**config.mk**
```make
export PLATFORM = sky130hd
export DESIGN_NAME = sap_controller_flat
export DESIGN_NICKNAME = d
export VERILOG_FILES = /design/src/rtl/sap_controller_if.sv /design/src/rtl/sap_controller.sv /design/src/flat_wrapper.sv
export SDC_FILE = /design/constraint.sdc
export NUM_CORES = 1
export LEC_CHECK = 0
export CORE_UTILIZATION = 44
export DETAILED_ROUTE_END_ITERATION = 10
export PLACE_DENSITY = 0.79
export SKIP_CTS_REPAIR_TIMING = 1
export SLEW_MARGIN = 20
export SYNTH_ARGS = -nofsm -noshare
export SYNTH_HDL_FRONTEND = slang
export SYNTH_SLANG_ARGS = --single-unit
```
**constraint.sdc**
```tcl
create_clock -name clk -period 3.24 [get_ports clk]
set_input_delay 0.81 -clock clk [delete_from_list [all_inputs] [get_ports clk]]
set_output_delay 0.81 -clock clk [all_outputs]
set_load 0.01 [all_outputs]
```
**src/rtl/sap_controller_if.sv**
```systemverilog
// Control bus between the SAP-1 sequencer and its datapath: IR opcode in,
// ring state, register load/enable strobes and halt flag out.
interface sap_controller_if;
  logic [3:0] opcode;
  logic [5:0] tstate;
  logic       cp;
  logic       low_ep;
  logic       low_lm;
  logic       low_ce;
  logic       low_li;
  logic       low_ei;
  logic       low_la;
  logic       low_ea;
  logic       su;
  logic       low_eu;
  logic       low_lb;
  logic       low_lo;
  logic       halted;

  modport master (
    input  opcode,
    output tstate, cp, low_ep, low_lm, low_ce, low_li, low_ei,
           low_la, low_ea, su, low_eu, low_lb, low_lo, halted
  );

  modport slave (
    output opcode,
    input  tstate, cp, low_ep, low_lm, low_ce, low_li, low_ei,
           low_la, low_ea, su, low_eu, low_lb, low_lo, halted
  );
endinterface

```
**src/rtl/sap_controller.sv**
```systemverilog
// SAP-1 control sequencer: one-hot T1..T6 ring advanced on the falling clock
// edge, with a combinational microcode decode of ring state and IR opcode.
module sap_controller #(
  parameter logic [3:0] OP_LDA = 4'b0000,
  parameter logic [3:0] OP_ADD = 4'b0001,
  parameter logic [3:0] OP_SUB = 4'b0010,
  parameter logic [3:0] OP_OUT = 4'b1110,
  parameter logic [3:0] OP_HLT = 4'b1111
) (
  input logic              clk,
  input logic              low_async_reset,
  sap_controller_if.master bus
);

  typedef enum logic [5:0] {
    T1 = 6'b000001,
    T2 = 6'b000010,
    T3 = 6'b000100,
    T4 = 6'b001000,
    T5 = 6'b010000,
    T6 = 6'b100000
  } t_state_e;

  t_state_e state;
  logic     halted_q;

  // Falling-edge advance gives the strobes half a cycle to settle before
  // the datapath captures on the rising edge.
  always_ff @(negedge clk or negedge low_async_reset) begin
    if (!low_async_reset) begin
      state    <= T1;
      halted_q <= 1'b0;
    end else if (!halted_q) begin
      case (state)
        T1: state <= T2;
        T2: state <= T3;
        T3: state <= T4;
        T4: begin
          if (bus.opcode == OP_HLT) halted_q <= 1'b1;
          else                      state    <= T5;
        end
        T5: state <= T6;
        T6: state <= T1;
        default: state <= T1;
      endcase
    end
  end

  logic cp, low_ep, low_lm, low_ce, low_li, low_ei;
  logic low_la, low_ea, su, low_eu, low_lb, low_lo;

  // Reset is folded in directly so an asserted reset kills every strobe
  // without waiting for a clock edge.
  always_comb begin
    cp     = 1'b0;
    low_ep = 1'b1;
    low_lm = 1'b1;
    low_ce = 1'b1;
    low_li = 1'b1;
    low_ei = 1'b1;
    low_la = 1'b1;
    low_ea = 1'b1;
    su     = 1'b0;
    low_eu = 1'b1;
    low_lb = 1'b1;
    low_lo = 1'b1;
    if (low_async_reset && !halted_q) begin
      case (state)
        T1: begin
          low_ep = 1'b0;
          low_lm = 1'b0;
        end
        T2: cp = 1'b1;
        T3: begin
          low_ce = 1'b0;
          low_li = 1'b0;
        end
        T4: begin
          if (bus.opcode == OP_LDA || bus.opcode == OP_ADD || bus.opcode == OP_SUB) begin
            low_ei = 1'b0;
            low_lm = 1'b0;
          end else if (bus.opcode == OP_OUT) begin
            low_ea = 1'b0;
            low_lo = 1'b0;
          end
        end
        T5: begin
          if (bus.opcode == OP_LDA) begin
            low_ce = 1'b0;
            low_la = 1'b0;
          end else if (bus.opcode == OP_ADD || bus.opcode == OP_SUB) begin
            low_ce = 1'b0;
            low_lb = 1'b0;
            su     = (bus.opcode == OP_SUB);
          end
        end
        T6: begin
          if (bus.opcode == OP_ADD || bus.opcode == OP_SUB) begin
            low_eu = 1'b0;
            low_la = 1'b0;
            su     = (bus.opcode == OP_SUB);
          end
        end
        default: ;
      endcase
    end
  end

  assign bus.tstate = state;
  assign bus.halted = halted_q;
  assign bus.cp     = cp;
  assign bus.low_ep = low_ep;
  assign bus.low_lm = low_lm;
  assign bus.low_ce = low_ce;
  assign bus.low_li = low_li;
  assign bus.low_ei = low_ei;
  assign bus.low_la = low_la;
  assign bus.low_ea = low_ea;
  assign bus.su     = su;
  assign bus.low_eu = low_eu;
  assign bus.low_lb = low_lb;
  assign bus.low_lo = low_lo;

endmodule

```
**src/flat_wrapper.sv**
```systemverilog
// flat-port wrapper written by rule: the top's interface ports become plain ports
module sap_controller_flat 
#(
  parameter logic [3:0] OP_LDA = 4'b0000,
  parameter logic [3:0] OP_ADD = 4'b0001,
  parameter logic [3:0] OP_SUB = 4'b0010,
  parameter logic [3:0] OP_OUT = 4'b1110,
  parameter logic [3:0] OP_HLT = 4'b1111
)
  (clk, low_async_reset, bus_opcode, bus_tstate, bus_cp, bus_low_ep, bus_low_lm, bus_low_ce, bus_low_li, bus_low_ei, bus_low_la, bus_low_ea, bus_su, bus_low_eu, bus_low_lb, bus_low_lo, bus_halted);
  sap_controller_if bus_i ();
  input logic clk;
  input logic low_async_reset;
  input wire logic [$bits(bus_i.opcode)-1:0] bus_opcode;
  output wire logic [$bits(bus_i.tstate)-1:0] bus_tstate;
  output wire logic [$bits(bus_i.cp)-1:0] bus_cp;
  output wire logic [$bits(bus_i.low_ep)-1:0] bus_low_ep;
  output wire logic [$bits(bus_i.low_lm)-1:0] bus_low_lm;
  output wire logic [$bits(bus_i.low_ce)-1:0] bus_low_ce;
  output wire logic [$bits(bus_i.low_li)-1:0] bus_low_li;
  output wire logic [$bits(bus_i.low_ei)-1:0] bus_low_ei;
  output wire logic [$bits(bus_i.low_la)-1:0] bus_low_la;
  output wire logic [$bits(bus_i.low_ea)-1:0] bus_low_ea;
  output wire logic [$bits(bus_i.su)-1:0] bus_su;
  output wire logic [$bits(bus_i.low_eu)-1:0] bus_low_eu;
  output wire logic [$bits(bus_i.low_lb)-1:0] bus_low_lb;
  output wire logic [$bits(bus_i.low_lo)-1:0] bus_low_lo;
  output wire logic [$bits(bus_i.halted)-1:0] bus_halted;
  assign bus_i.opcode = bus_opcode;
  assign bus_tstate = bus_i.tstate;
  assign bus_cp = bus_i.cp;
  assign bus_low_ep = bus_i.low_ep;
  assign bus_low_lm = bus_i.low_lm;
  assign bus_low_ce = bus_i.low_ce;
  assign bus_low_li = bus_i.low_li;
  assign bus_low_ei = bus_i.low_ei;
  assign bus_low_la = bus_i.low_la;
  assign bus_low_ea = bus_i.low_ea;
  assign bus_su = bus_i.su;
  assign bus_low_eu = bus_i.low_eu;
  assign bus_low_lb = bus_i.low_lb;
  assign bus_low_lo = bus_i.low_lo;
  assign bus_halted = bus_i.halted;
  sap_controller #(.OP_LDA(OP_LDA), .OP_ADD(OP_ADD), .OP_SUB(OP_SUB), .OP_OUT(OP_OUT), .OP_HLT(OP_HLT)) u_core (.clk(clk), .low_async_reset(low_async_reset), .bus(bus_i));
endmodule
```
==> reports/metrics.csv, run 1 <==
metric,value,unit
synth_nets,74,
grt_start_max_net_pins,15,
placement.cell_area,0.001015,mm^2
synth.top_cells.by_area,"sky130_fd_sc_hd__dfrtn_1 26%, sky130_fd_sc_hd__dfstp_2 4.5%, sky130_fd_sc_hd__xor2_1 4.5%, sky130_fd_sc_hd__nor3_1 4.3%, sky130_fd_sc_hd__buf_6 3.9%",
synth_warnings,0,
synthMostInstantiatedCell,sky130_fd_sc_hd__dfrtn_1,
post-place-cells,126,
synth.largest_area_cell,sky130_fd_sc_hd__dfrtn_1,
postGrtWorstEndpoint,bus_low_la,
rows,12,
synth_ff_type,sky130_fd_sc_hd__dfrtn_1,
async_reset_ff_share,100.0,%
num_io_pins,25,
synth_cell_types,36,
synth_top_cell_area_share,25.70,%
tritoncts.num_buffers,3,
numClockSinks,7,
io_buffers,24,
netlist_top_cells_count,"6 x sky130_fd_sc_hd__dfrtn_1, 5 x sky130_fd_sc_hd__nand2_1, 5 x sky130_fd_sc_hd__nor3_1",
globalplace.congestion,0.8108,
yosysSeqAreaShare,30.19,%
synth_area_per_cell,8.593,um^2
firstError,"[ERROR DPL-0038] Utilization greater than 100%, impossible to legalize",
worst-endpoint-pin-kind,top-level output,
failing_step,global routing (5_1_grt),
ctsRootBufferMaster,sky130_fd_sc_hd__clkbuf_4,
dp_hpwl,1.588,mm
starting_utilization_of_the_core_area,49.89,%
die_w,38.44,um
clock_path_buffers,2,
die_height,38.44,um
synth-seq-cells,7,
syn_inst,68,
synth_enable_flop_cells,0,
outcome,did not finish,
htree_num_levels,1,
combined_area_of_all_synthesized_cells,584.3,um^2
==> logic make-up after synthesis <==
family	after synthesis	synth area share, %
and+or+nand+nor	37	40.05
AOI/OAI and AO/OA	11	13.06
buffers and inverters	8	8.350
DFF	7	30.19
xor gates and xnor gates	3	4.498
muxes	2	3.854
==> through the flow <==
stage          hold slack [ps]  setup TNS (ps)  setup WS [ps]
3_3_place_gp             571.9          -12960         -916.9
4_1_cts                  619.0          -19270          -1286
2_1_floorplan            564.1           -5606         -638.4
3_5_place_dp             608.0          -13770         -943.2
==> run 2, diff against run 1 <==
--- a/config.mk
+++ b/config.mk
@@ -5,9 +5,10 @@
 export SDC_FILE = /design/constraint.sdc
 export NUM_CORES = 1
 export LEC_CHECK = 0
-export CORE_UTILIZATION = 44
+export CORE_AREA = 2 2 63 65
 export DETAILED_ROUTE_END_ITERATION = 10
-export PLACE_DENSITY = 0.79
+export DIE_AREA = 0 0 65 67
+export PLACE_DENSITY_LB_ADDON = 0.15
 export SKIP_CTS_REPAIR_TIMING = 1
 export SLEW_MARGIN = 20
 export SYNTH_ARGS = -nofsm -noshare
==> reports/metrics.csv, run 2 <==
metric,value,unit
synth_top_cell_area_share,25.70,%
globalplace.congestion,0.7220,
floorplan.die_area,0.004355,mm^2
clock_power_share,17.3,%
critical_path_class,flop to output port,
remaining_drc_errors,0,
ir_drop,0.2329,mV
cell_internal_pwr,0.0004737,W
starting_utilization_of_the_core_area,16.20,%
power_per_cell_area,591.7,mW/mm^2
grt_setup_unrepaired,true,
yosys.area_share.xor_xnor,4.497,%
p_comb_share,64.0,%
power.total,0.0007389,W
cts_tree,yes,
tightestPinTransition,251.5,ps
timing_hold_violations_final,0,
synth.mux.area_fraction,3.854,%
p_sw_share,35.90,%
finalNetCount,133,
clock_path_buffers,2,
finish.utilization,34.63,%
cp.required,2430,ps
synth_nets,74,
report.final.setup_viol,19,
synth_area_per_cell,8.593,um^2
lkg_pwr,0.6215,nW
layout_cell_share_with_drive_strength_beyond_1,61.90,%
drtPass1Iterations,4,
synth-seq-cells,7,
global_route.overflow_total,0,
switching_power,0.0002652,W
netlist_top_cells_count,"6 x sky130_fd_sc_hd__dfrtn_1, 5 x sky130_fd_sc_hd__nand2_1, 5 x sky130_fd_sc_hd__nor3_1",
min_from,u_core.bus.halted,
detailedRoute.firstIterationViolations,22,
avg_vias_per_cell,4.259,
detail_route.wl_per_cell,12.29,um
area_delta_synth_final,113.7,%
clock_skew,40.86,ps
maxCapViolCount,0,
cp.arrival,3260,ps
setup_slack_placement,-971.2,ps
tritoncts.num_buffers,3,
critPathMaxFanout,3,
worst_hold_path_type,flop to flop,
global_route.usage.total,10.00,%
synth.largest_area_cell,sky130_fd_sc_hd__dfrtn_1,
yosysSeqAreaShare,30.19,%
synth_ff_type,sky130_fd_sc_hd__dfrtn_1,
commonest_cells_after_routing_fill_and_taps_aside,"28 x sky130_fd_sc_hd__buf_4, 16 x sky130_fd_sc_hd__buf_6, 6 x sky130_fd_sc_hd__clkbuf_2, 6 x sky130_fd_sc_hd__dfrtn_1",
synth_top_family_by_area,simple AND/OR/NAND/NOR gates,
syn_inst,68,
htree_num_levels,1,
numClockSinks,7,
n_antenna_cell,0,
outcome,finished with violations,
ctsRootBufferMaster,sky130_fd_sc_hd__clkbuf_8,
synth_compound_gate_area_share,13.06,%
route.antenna.remaining_nets,0,
core-area,0.003606,mm^2
dp_hpwl,1.624,mm
route.final.wire_length,2.138,mm
first_global_vias,669,
combined_area_of_all_synthesized_cells,584.3,um^2
violations,negative setup slack,
synth_cell_types,36,
synth_warnings,0,
async_reset_ff_share,100.0,%
synth.top_cells.by_area,"sky130_fd_sc_hd__dfrtn_1 26%, sky130_fd_sc_hd__dfstp_2 4.5%, sky130_fd_sc_hd__xor2_1 4.5%, sky130_fd_sc_hd__nor3_1 4.3%, sky130_fd_sc_hd__buf_6 3.9%",
cp-end-kind,output port,
die_height,67,um
die_w,65,um
flop_pwr_share,18.7,%
critical_path.reg2reg.startpoint,u_core.bus.tstate[4],
timing.slew.headroom,83.00,%
startpoint,u_core.bus.tstate[0],
synthMostInstantiatedCell,sky130_fd_sc_hd__dfrtn_1,
maxSlewViolCount,0,
post_synth_and_or_nand_nor_area_fraction,40.04,%
io_buffers,24,
first_pass_grt_wire_length,3.215,mm
largest_register_ffs,6,
num_io_pins,25,
vias,741,
grt_start_max_net_pins,15,
final_critical_path_setup_slack,-825.8,ps
final_common_cell,sky130_fd_sc_hd__buf_4,
worst_path_clk_slew,30,ps
critPathLaunchType,flop,
rows,22,
synth_enable_flop_cells,0,
post_synth_adder_cell_area,0,%
clk-insertion-delay-late,290,ps
antenna_found_initial,0,
reg2reg_slack,1720,ps
==> run 2: cell counts after synthesis <==
Identical to the previous run, type by type.
==> run 2: worst max-delay path: stages (launching register included) <==
cell and delay [ps]:
sky130_fd_sc_hd__dfstp_2 360, sky130_fd_sc_hd__or3_4 380, sky130_fd_sc_hd__and4bb_1 300, sky130_fd_sc_hd__buf_4 120, sky130_fd_sc_hd__o21ai_0 70, sky130_fd_sc_hd__clkbuf_2 130
==> run 2: path summary, 6_finish.rpt <==
check,end,cells after the start
worst min-delay path,u_core.bus.halted,2
worst max-delay path,bus_low_la,5
worst max register to register,u_core.bus.tstate[0],7
max in group asynchronous,u_core.bus.tstate[0],2
min in group asynchronous,u_core.bus.halted,2
worst min register to register,u_core.bus.halted,2
==> run 2: final cells by class <==
type                    instances  area, um^2
clock buffers                   4       45.04
well taps                      48       60.06
repair buffers                 61       518.0
clock inverters                 1       3.754
fillers                       383        2357
flip-flops and latches          7       176.4
multi-input cells              53       445.4
==> run 2: metal layers <==
| layer | track usage, % | up-vias | wire [um] |
|---|---|---|---|
| met5 | 0 | - | 0 |
| met4 | 4.787 | 0 | 29 |
| met3 | 2.534 | 4 | 142 |
| met2 | 16.88 | 27 | 1111 |
| met1 | 11.79 | 344 | 854 |
| li1 | - | 366 | - |
==> run 2: cell families after synthesis <==
kind of cell	count (synthesis)
mux	2
simple gates	37
buf+inv	8
compound gates	11
flops	7
xor+xnor	3
==> run 2: metrics by stage <==
step | TNS (ps) | hold slack, ps | instances | instance area [um^2]
floorplan | -5606 | 564.1 | 68 | 619.3
global placement | -13470 | 588.6 | 158 | 1042
detailed placement | -13490 | 573.9 | 158 | 1042
CTS | -18280 | 574.4 | 162 | 1087
global route | -10910 | 602.4 | 174 | 1249
finish | -9819 | 537.4 | 174 | 1249
==> run 2: power by group through the flow <==
stage	registers (W)	clock network (W)	logic, W
global route	0.000142	0.000138	0.000509
detailed placement	0.000137	0.00000386	0.000389
global placement	0.000137	0.00000386	0.000389
CTS	0.000136	0.000131	0.000392
floorplan	0.000157	0.00000386	0.000180
finish	0.000138	0.000128	0.000473
No activity file was read; power rests on OpenSTA's default activity.
==> run 3, diff against run 2 <==
--- a/config.mk
+++ b/config.mk
@@ -9,6 +9,7 @@
 export DETAILED_ROUTE_END_ITERATION = 10
 export DIE_AREA = 0 0 65 67
 export PLACE_DENSITY_LB_ADDON = 0.15
+export RECOVER_POWER = 100
 export SKIP_CTS_REPAIR_TIMING = 1
 export SLEW_MARGIN = 20
 export SYNTH_ARGS = -nofsm -noshare
==> reports/metrics.csv, run 3 (same netlist as run 2, synthesis figures left out) <==
metric,value,unit
commonest_cells_after_routing_fill_and_taps_aside,"27 x sky130_fd_sc_hd__buf_4, 15 x sky130_fd_sc_hd__buf_6, 6 x sky130_fd_sc_hd__clkbuf_2, 6 x sky130_fd_sc_hd__dfrtn_1, 5 x sky130_fd_sc_hd__buf_2",
htree_num_levels,1,
drtPass1Iterations,3,
clock_path_buffers,2,
setup_tns,-9937,ps
antenna_found_initial,0,
critical_path_class,flop to output port,
timing_hold_violations_final,0,
area_delta_synth_final,110.7,%
m1WireLength,874,um
die_w,65,um
final_critical_path_setup_slack,-826.2,ps
vias,717,
starting_utilization_of_the_core_area,16.20,%
timing.reg2reg.worst_path_depth,7,
violations,negative setup slack,
detailedRoute.firstIterationViolations,18,
grt_start_max_net_pins,15,
met3_wirelength,115,um
floorplan.die_area,0.004355,mm^2
finish.instance_area,0.001231,mm^2
clk-insertion-delay-late,290,ps
detail_route.wl_per_cell,12.21,um
cp.arrival,3260,ps
num_io_pins,25,
finalNetCount,133,
rows,22,
layout_cell_share_with_drive_strength_beyond_1,58.73,%
global_route.usage.total,10.00,%
clock_skew,40.83,ps
cts_tree,yes,
ctsRootBufferMaster,sky130_fd_sc_hd__clkbuf_8,
first_global_vias,669,
route.top_layer_used,met4,
cp-end-kind,output port,
report.final.setup_viol,19,
placement.cell_area,0.001042,mm^2
tritoncts.num_buffers,3,
final_common_cell,sky130_fd_sc_hd__buf_4,
first_pass_grt_wire_length,3.215,mm
globalplace.congestion,0.7220,
outcome,finished with violations,
n_antenna_cell,0,
maxSlewViolCount,0,
wl_met2,1.105,mm
worst_hold_path_type,flop to flop,
finish.utilization,34.14,%
numClockSinks,7,
critPathMaxFanout,3,
setup_slack_placement,-971.2,ps
core-area,0.003606,mm^2
cp.required,2430,ps
lkg_pwr,0.6033,nW
global_route.overflow_total,0,
dp_hpwl,1.624,mm
remaining_drc_errors,0,
route.final.wire_length,2.124,mm
critPathLaunchType,flop,
timing.slew.headroom,70.96,%
route.antenna.remaining_nets,0,
power.total,0.0007307,W
tightestPinTransition,435.7,ps
largest_register_ffs,6,
min_path_cells,2,
power_per_cell_area,593.5,mW/mm^2
worst_path_clk_slew,30,ps
avg_vias_per_cell,4.121,
io_buffers,24,
maxCapViolCount,0,
grt_setup_unrepaired,true,
die_height,67,um
ir_drop,0.2322,mV
[run 3: cell count changes in the layout (fill, tap and decap cells not counted), sizes merged]
cell,before,now
dlygate4sd3,0,1
buf,49,47
clkdlybuf4s25,0,1
clkdlybuf4s50,1,0
dlymetal6s2s,5,4
clkbuf,10,12
[run 3: area by class of cell]
cell class	count	area (um^2)
tap	48	60.06
multi-input combinational	53	441.7
fill	388	2375
sequential	7	176.4
clock buffer	4	45.04
timing repair buffer	61	504.2
clock inverter	1	3.754
[run 3: layer usage]
metal / vias up / global-route usage, %
met5: - / 0
met4: 0 / 4.787
met3: 4 / 2.534
met2: 20 / 16.88
met1: 328 / 11.79
li1: 365 / -
[run 3: worst paths after layout]
path                                 startpoint              endpoint  slack, ps
hold reg to reg               u_core.bus.halted     u_core.bus.halted        540
setup reg to reg           u_core.bus.tstate[4]  u_core.bus.tstate[0]       1700
max in group asynchronous       low_async_reset  u_core.bus.tstate[0]        270
hold / removal                u_core.bus.halted     u_core.bus.halted        540
min in group asynchronous       low_async_reset  u_core.bus.tstate[2]       2570
setup / recovery           u_core.bus.tstate[0]            bus_low_la       -830
[run 3: stage by stage]
| stage | hold WS (ps) | instances |
|---|---|---|
| floorplan | 564.1 | 68 |
| global placement | 588.6 | 158 |
| detailed placement | 573.9 | 158 |
| CTS | 574.4 | 162 |
| global route | 602.4 | 174 |
| finish | 537.6 | 174 |
[run 3: critical path, cell delays in order (launching register included)]
cell and delay (ps):
sky130_fd_sc_hd__dfstp_2 360, sky130_fd_sc_hd__or3_4 380, sky130_fd_sc_hd__and4bb_1 300, sky130_fd_sc_hd__buf_4 120, sky130_fd_sc_hd__o21ai_0 70, sky130_fd_sc_hd__clkbuf_2 130
[run 3: report_power, final]
part | internal, W | total, W | switching, W
Clock | 0.0000869 | 0.000128 | 0.0000413
Sequential | 0.000118 | 0.000138 | 0.0000198
Combinational | 0.000262 | 0.000465 | 0.000202
